## src/rtl/uart_rx_deserializer.sv

```systemverilog
`default_nettype none
// ============================================================================
// uart_rx_deserializer : 1-sample-per-bit UART receiver, one-word read buffer
// Rev 1.0
// ============================================================================
module uart_rx_deserializer #(
    parameter int DATA_WIDTH = 32,
    parameter int PARITY_EN  = 1
) (
    input  logic                  clk,
    input  logic                  rst,
    input  logic                  Rx_Enable,
    input  logic                  Rx_Serial_Input,
    input  logic                  Rx_Read,
    output logic [DATA_WIDTH-1:0] Rx_Data,
    output logic                  Rx_Data_Available,
    output logic                  Rx_Parity_Error,
    output logic                  Rx_Frame_Error,
    output logic                  Rx_Overrun,
    output logic                  Rx_Busy
);

    localparam int CNT_W = $clog2(DATA_WIDTH + 1);
    localparam logic [CNT_W-1:0] LAST_BIT = CNT_W'(DATA_WIDTH - 1);

    localparam logic [1:0] S_IDLE   = 2'd0;
    localparam logic [1:0] S_DATA   = 2'd1;
    localparam logic [1:0] S_PARITY = 2'd2;
    localparam logic [1:0] S_STOP   = 2'd3;

    logic [1:0]            state_q, state_d;
    logic [CNT_W-1:0]      cnt_q, cnt_d;
    logic [DATA_WIDTH-1:0] sr_q, sr_d;
    logic                  perr_q, perr_d;
    logic [DATA_WIDTH-1:0] data_q, data_d;
    logic                  avail_q, avail_d;
    logic                  rxperr_q, rxperr_d;
    logic                  ovr_q, ovr_d;
    logic                  ferr_q, ferr_d;

    logic                  w_busy;
    logic                  w_shift;
    logic                  w_par;
    logic                  w_stop_ok;
    logic                  w_stop_bad;

    // State register
    always_ff @(posedge clk) begin
        if (rst) begin
            state_q <= S_IDLE;
        end else begin
            state_q <= state_d;
        end
    end

    // Next-state logic; dropping Rx_Enable aborts from any state
    always_comb begin
        state_d = state_q;
        if (!Rx_Enable) begin
            state_d = S_IDLE;
        end else begin
            case (state_q)
                S_IDLE:   if (!Rx_Serial_Input) state_d = S_DATA;
                S_DATA:   if (cnt_q == LAST_BIT) state_d = (PARITY_EN != 0) ? S_PARITY : S_STOP;
                S_PARITY: state_d = S_STOP;
                S_STOP:   state_d = S_IDLE;
                default:  state_d = S_IDLE;
            endcase
        end
    end

    // Output / strobe decode
    always_comb begin
        w_busy     = (state_q != S_IDLE);
        w_shift    = (state_q == S_DATA)   && Rx_Enable;
        w_par      = (state_q == S_PARITY) && Rx_Enable;
        w_stop_ok  = (state_q == S_STOP)   && Rx_Enable &&  Rx_Serial_Input;
        w_stop_bad = (state_q == S_STOP)   && Rx_Enable && !Rx_Serial_Input;
    end

    always_comb begin
        cnt_d    = cnt_q;
        sr_d     = sr_q;
        perr_d   = perr_q;
        data_d   = data_q;
        avail_d  = avail_q;
        rxperr_d = rxperr_q;
        ovr_d    = ovr_q;
        ferr_d   = 1'b0;

        if (state_q == S_IDLE) begin
            cnt_d  = '0;
            perr_d = 1'b0;
        end
        if (w_shift) begin
            sr_d  = {Rx_Serial_Input, sr_q[DATA_WIDTH-1:1]};
            cnt_d = cnt_q + CNT_W'(1);
        end
        if (w_par) begin
            perr_d = Rx_Serial_Input ^ (^sr_q);
        end

        // A read coinciding with a good stop frees the slot for the new word
        if (w_stop_ok) begin
            if (!avail_q || Rx_Read) begin
                data_d   = sr_q;
                avail_d  = 1'b1;
                rxperr_d = perr_q;
                if (Rx_Read) begin
                    ovr_d = 1'b0;
                end
            end else begin
                ovr_d = 1'b1;
            end
        end else if (Rx_Read && avail_q) begin
            avail_d  = 1'b0;
            rxperr_d = 1'b0;
            ovr_d    = 1'b0;
        end

        if (w_stop_bad) begin
            ferr_d = 1'b1;
        end
    end

    always_ff @(posedge clk) begin
        if (rst) begin
            cnt_q    <= '0;
            sr_q     <= '0;
            perr_q   <= 1'b0;
            data_q   <= '0;
            avail_q  <= 1'b0;
            rxperr_q <= 1'b0;
            ovr_q    <= 1'b0;
            ferr_q   <= 1'b0;
        end else begin
            cnt_q    <= cnt_d;
            sr_q     <= sr_d;
            perr_q   <= perr_d;
            data_q   <= data_d;
            avail_q  <= avail_d;
            rxperr_q <= rxperr_d;
            ovr_q    <= ovr_d;
            ferr_q   <= ferr_d;
        end
    end

    assign Rx_Data           = data_q;
    assign Rx_Data_Available = avail_q;
    assign Rx_Parity_Error   = rxperr_q;
    assign Rx_Frame_Error    = ferr_q;
    assign Rx_Overrun        = ovr_q;
    assign Rx_Busy           = w_busy;

endmodule
`default_nettype wire
```

## config.mk

```make
export PLATFORM = sky130hd
export DESIGN_NAME = uart_rx_deserializer
export DESIGN_NICKNAME = d
export VERILOG_FILES = /design/src/rtl/uart_rx_deserializer.sv
export SDC_FILE = /design/constraint.sdc
export NUM_CORES = 1
export LEC_CHECK = 0
export CAP_MARGIN = 15
export CORE_ASPECT_RATIO = 1.4
export CORE_MARGIN = 2
export CORE_UTILIZATION = 49
export DETAILED_ROUTE_END_ITERATION = 8
export GPL_TIMING_DRIVEN = 0
export PLACE_DENSITY = 0.75
export SETUP_SLACK_MARGIN = 0.05
export SYNTH_ARGS = -nofsm -noshare
export SYNTH_HDL_FRONTEND = slang
export SYNTH_SLANG_ARGS = --single-unit
export TNS_END_PERCENT = 10
```

## constraint.sdc

```tcl
create_clock -name clk -period 1.6 [get_ports clk]
set_input_delay 0.4 -clock clk [delete_from_list [all_inputs] [get_ports clk]]
set_output_delay 0.4 -clock clk [all_outputs]
set_load 0.01 [all_outputs]
```

==> flow_summary.ini <==
[worst_setup_path]
worstPathRequired_ns = 1.87
cp.arrival_ns = 2.02
worstPathCellList = xnor2_2 -> xnor2_1 -> xnor2_1 -> xnor3_1 -> xnor2_2 -> o31ai_2
startpoint_type = register
cp_slowest_stage_delay_ns = 0.46
crit_type = reg2reg
critPathSlowestCell = xnor3_1
path_buf_inv = 0
path_delay_family = XOR/XNOR gates
crit_fanout = 4
cp-end-kind = register

[clock_tree]
cts.clk_slew.worst_paths_ns = 0.07
clockBufferDepth = 2
htreeDepth = 3
cts_tree = yes
holdBufCountCts = 0
clock_latency_ns = 0.35
root_buffer = clkbuf_8
cts-buffers-inserted = 9
post-cts-setup-buffers = 0
clock-sinks = 77

[power]
pwr-share-comb_pct = 4.4
power_frac_clock_pct = 37.6
intPower_w = 0.002564
p_leak_nw = 1.486
ir_drop_mv = 0.8112
power_density_mw_per_mm2 = 869.0
switching_share_pct = 22.69
p_sw_w = 0.0007526
seqPwrFrac_pct = 58.0

[timing]
fin_setup_tns_ns = -0.1519
period_share_pct = 109.5
worst_pin_slew_ns = 0.4944
fin_hold_ws_ns = 0.4512
rsz0062_at_grt = yes
clock_skew_ns = 0.006533
fin_ws_ns = -0.1519
setup_viol = 1
max_freq_mhz = 570.8
fin_crit_ns = 1.752
final-hold-violation-count = 0
drv_slew = 0
slew_headroom_pct = 67.04

[run_status]
violations = setup timing
status = complete, but fails checks

[detailed_routing]
via_per_inst = 5.129
post_drt_wl_per_cell_um = 12.98
num_vias = 2631
drc_errors = 0
dr.pass1.iters = 4
dr.first_iter.drc_count = 167
wirelength_mm = 6.661
ant_nets = 0

[grt]
gr-usage-met3_pct = 5.057
grt_pass1_wl_mm = 11.29
grt_use_total_pct = 20.42
grt-ovfl-total = 0
use_met2_pct = 36.45
grt_max_degree = 12
antenna_found_initial = 0
busiest_layer = met2
grt_use_met1_pct = 23.44
grt_pass1_vias = 2517

[synth]
ys_types = 29
yosysWarnings = 0
syn-cell-area_sq_mm = 0.003083
synth_cells = 386
synth_area_per_cell_sq_um = 7.987
synth-seq-cells = 77
ys_seq_area_share_pct = 50.00
syn_nets = 396

[finish]
layout.nets = 447
nFillCells = 530
drive_gt1_share_pct = 13.15
antenna_cells = 0
area_delta_synth_final_pct = 23.78

[placed_design]
port_buffers = 41
dp_hpwl_mm = 4.709
gp_congestion = 0.8221

[min_path]
min_path_type = reg2reg

[floorplanning]
dieWidth_um = 71.04
die_area_sq_mm = 0.006952
start_util_pct = 49.98
io_pins = 42
die_y_um = 97.86
std_cell_rows = 34
core_area_sq_mm = 0.006168

[flow_run]
drv_cap = 0
==> routing by layer <==
metal / vias to the layer above / part of all wire, %
met5: - / 0
met4: 0 / 1.5
met3: 9 / 3.9
met2: 52 / 52
met1: 1220 / 42
li1: 1350 / -
==> synth_stat cells <==
| cell | number | area [sq um] |
|---|---|---|
| o31ai_2 | 1 | 12.51 |
| nand2b_1 | 3 | 18.77 |
| xnor3_1 | 1 | 22.52 |
| nand3_1 | 4 | 20.02 |
| and3_2 | 1 | 7.510 |
| dfxtp_1 | 77 | 1541 |
| a22oi_1 | 2 | 15.01 |
| and3_1 | 1 | 6.260 |
| nor3b_1 | 1 | 7.510 |
| ha_1 | 5 | 62.56 |
| nand2_1 | 135 | 506.7 |
| and2_1 | 1 | 6.260 |
| mux2i_1 | 1 | 10.01 |
| nor2_1 | 12 | 45.04 |
| buf_1 | 3 | 11.26 |
| inv_1 | 4 | 15.01 |
| nand3b_1 | 1 | 7.510 |
| xor2_1 | 4 | 35.03 |
| o21ai_0 | 6 | 30.03 |
| nor3_1 | 1 | 5.000 |
| xnor2_1 | 26 | 227.7 |
| or3_1 | 1 | 6.260 |
| a211oi_1 | 1 | 7.510 |
| clkbuf_1 | 19 | 71.32 |
| a21o_1 | 1 | 7.510 |
| nor2b_1 | 1 | 6.260 |
| and2_0 | 1 | 6.260 |
| a221oi_1 | 1 | 8.760 |
| a21oi_1 | 71 | 355.3 |
==> sequential cells by signal, summed over array words and instances, names as in the netlist <==
register and flops:
Rx_Data 32, sr_q 32, cnt_q 6, state_q 2
Rx_Data_Available 1, Rx_Frame_Error 1, Rx_Overrun 1, Rx_Parity_Error 1
perr_q 1
==> layout make-up <==
cell class / count / area (sq um) / area share (%)
clock buffers: 13 / 148.9 / 3.902
clock inverters: 2 / 10.01 / 0.2623
flip-flops and latches: 77 / 1558 / 40.82
plain buffers: 21 / 125.1 / 3.279
multi-input cells: 283 / 1508 / 39.51
well taps: 72 / 90.09 / 2.361
inverters: 4 / 17.52 / 0.4590
repair buffers: 41 / 359.1 / 9.410
==> power groups by stage <==
stage                     Clock (W)  Sequential [W]  Combinational [W]
after global placement            0         0.00197           0.000133
after detailed placement          0         0.00197           0.000136
final                       0.00125         0.00192           0.000146
after global routing        0.00134         0.00192           0.000160
after floorplan                   0         0.00197          0.0000869
after CTS                   0.00127         0.00192           0.000141
==> cells in the final DEF, fill, tap and decap left out, drive strengths merged, types with 3 or more instances in the layout <==
| cell type | count |
|---|---|
| nor2 | 12 |
| xnor2 | 26 |
| ha | 5 |
| xor2 | 4 |
| inv | 4 |
| nand2b | 3 |
| clkbuf | 33 |
| nand3 | 4 |
| dlygate4sd2 | 37 |
| clkdlybuf4s50 | 3 |
| dfxtp | 77 |
| nand2 | 135 |
| o21ai | 6 |
| a21oi | 71 |
==> through the flow <==
stage                     power (W)  util [%]  std cells  area [sq um]  setup WS (ns)
after CTS                  0.003330     61.10        513          3769        -0.1410
after floorplan            0.002053         -        386          3093        0.04678
after global placement     0.002100     58.26        499          3593        -0.7128
after detailed placement   0.002103     58.26        499          3593        -0.7523
final                      0.003316     61.87        513          3816        -0.1519
after global routing       0.003424     61.87        513          3816        -0.2127
==> worst paths after layout <==
path	cells past startpoint	end	slack, ns	start
worst min-delay path	2	Rx_Data[22]	0.45	Rx_Data[22]
worst max-delay path	6	perr_q	-0.15	sr_q[27]
worst min register to register	2	Rx_Data[22]	0.45	Rx_Data[22]
worst max register to register	6	perr_q	-0.15	sr_q[27]
==> logic make-up after synthesis <==
| kind of cell | after synthesis | synth area share, % |
|---|---|---|
| fa+ha+maj | 5 | 2.029 |
| buf+inv | 26 | 3.165 |
| xor+xnor | 31 | 9.253 |
| mux | 1 | 0.3247 |
| compound gates | 83 | 14.16 |
| simple gates | 163 | 21.06 |
| flops | 77 | 50.00 |
==> tightest hold or removal path: cells and delay by family, from the launching register on <==
kind | cells | cell delay, ns
AOI/OAI and AO/OA | 1 | 0.05
and+or+nand+nor | 1 | 0.05
DFF | 1 | 0.31
==> timing repair <==
action / 4_1_cts / 5_1_grt
pin swaps: 1 / 1
endpoints found under the setup margin: 106 / 71
gates resized for setup: 71 / 29
No activity file was read; power rests on OpenSTA's default activity.
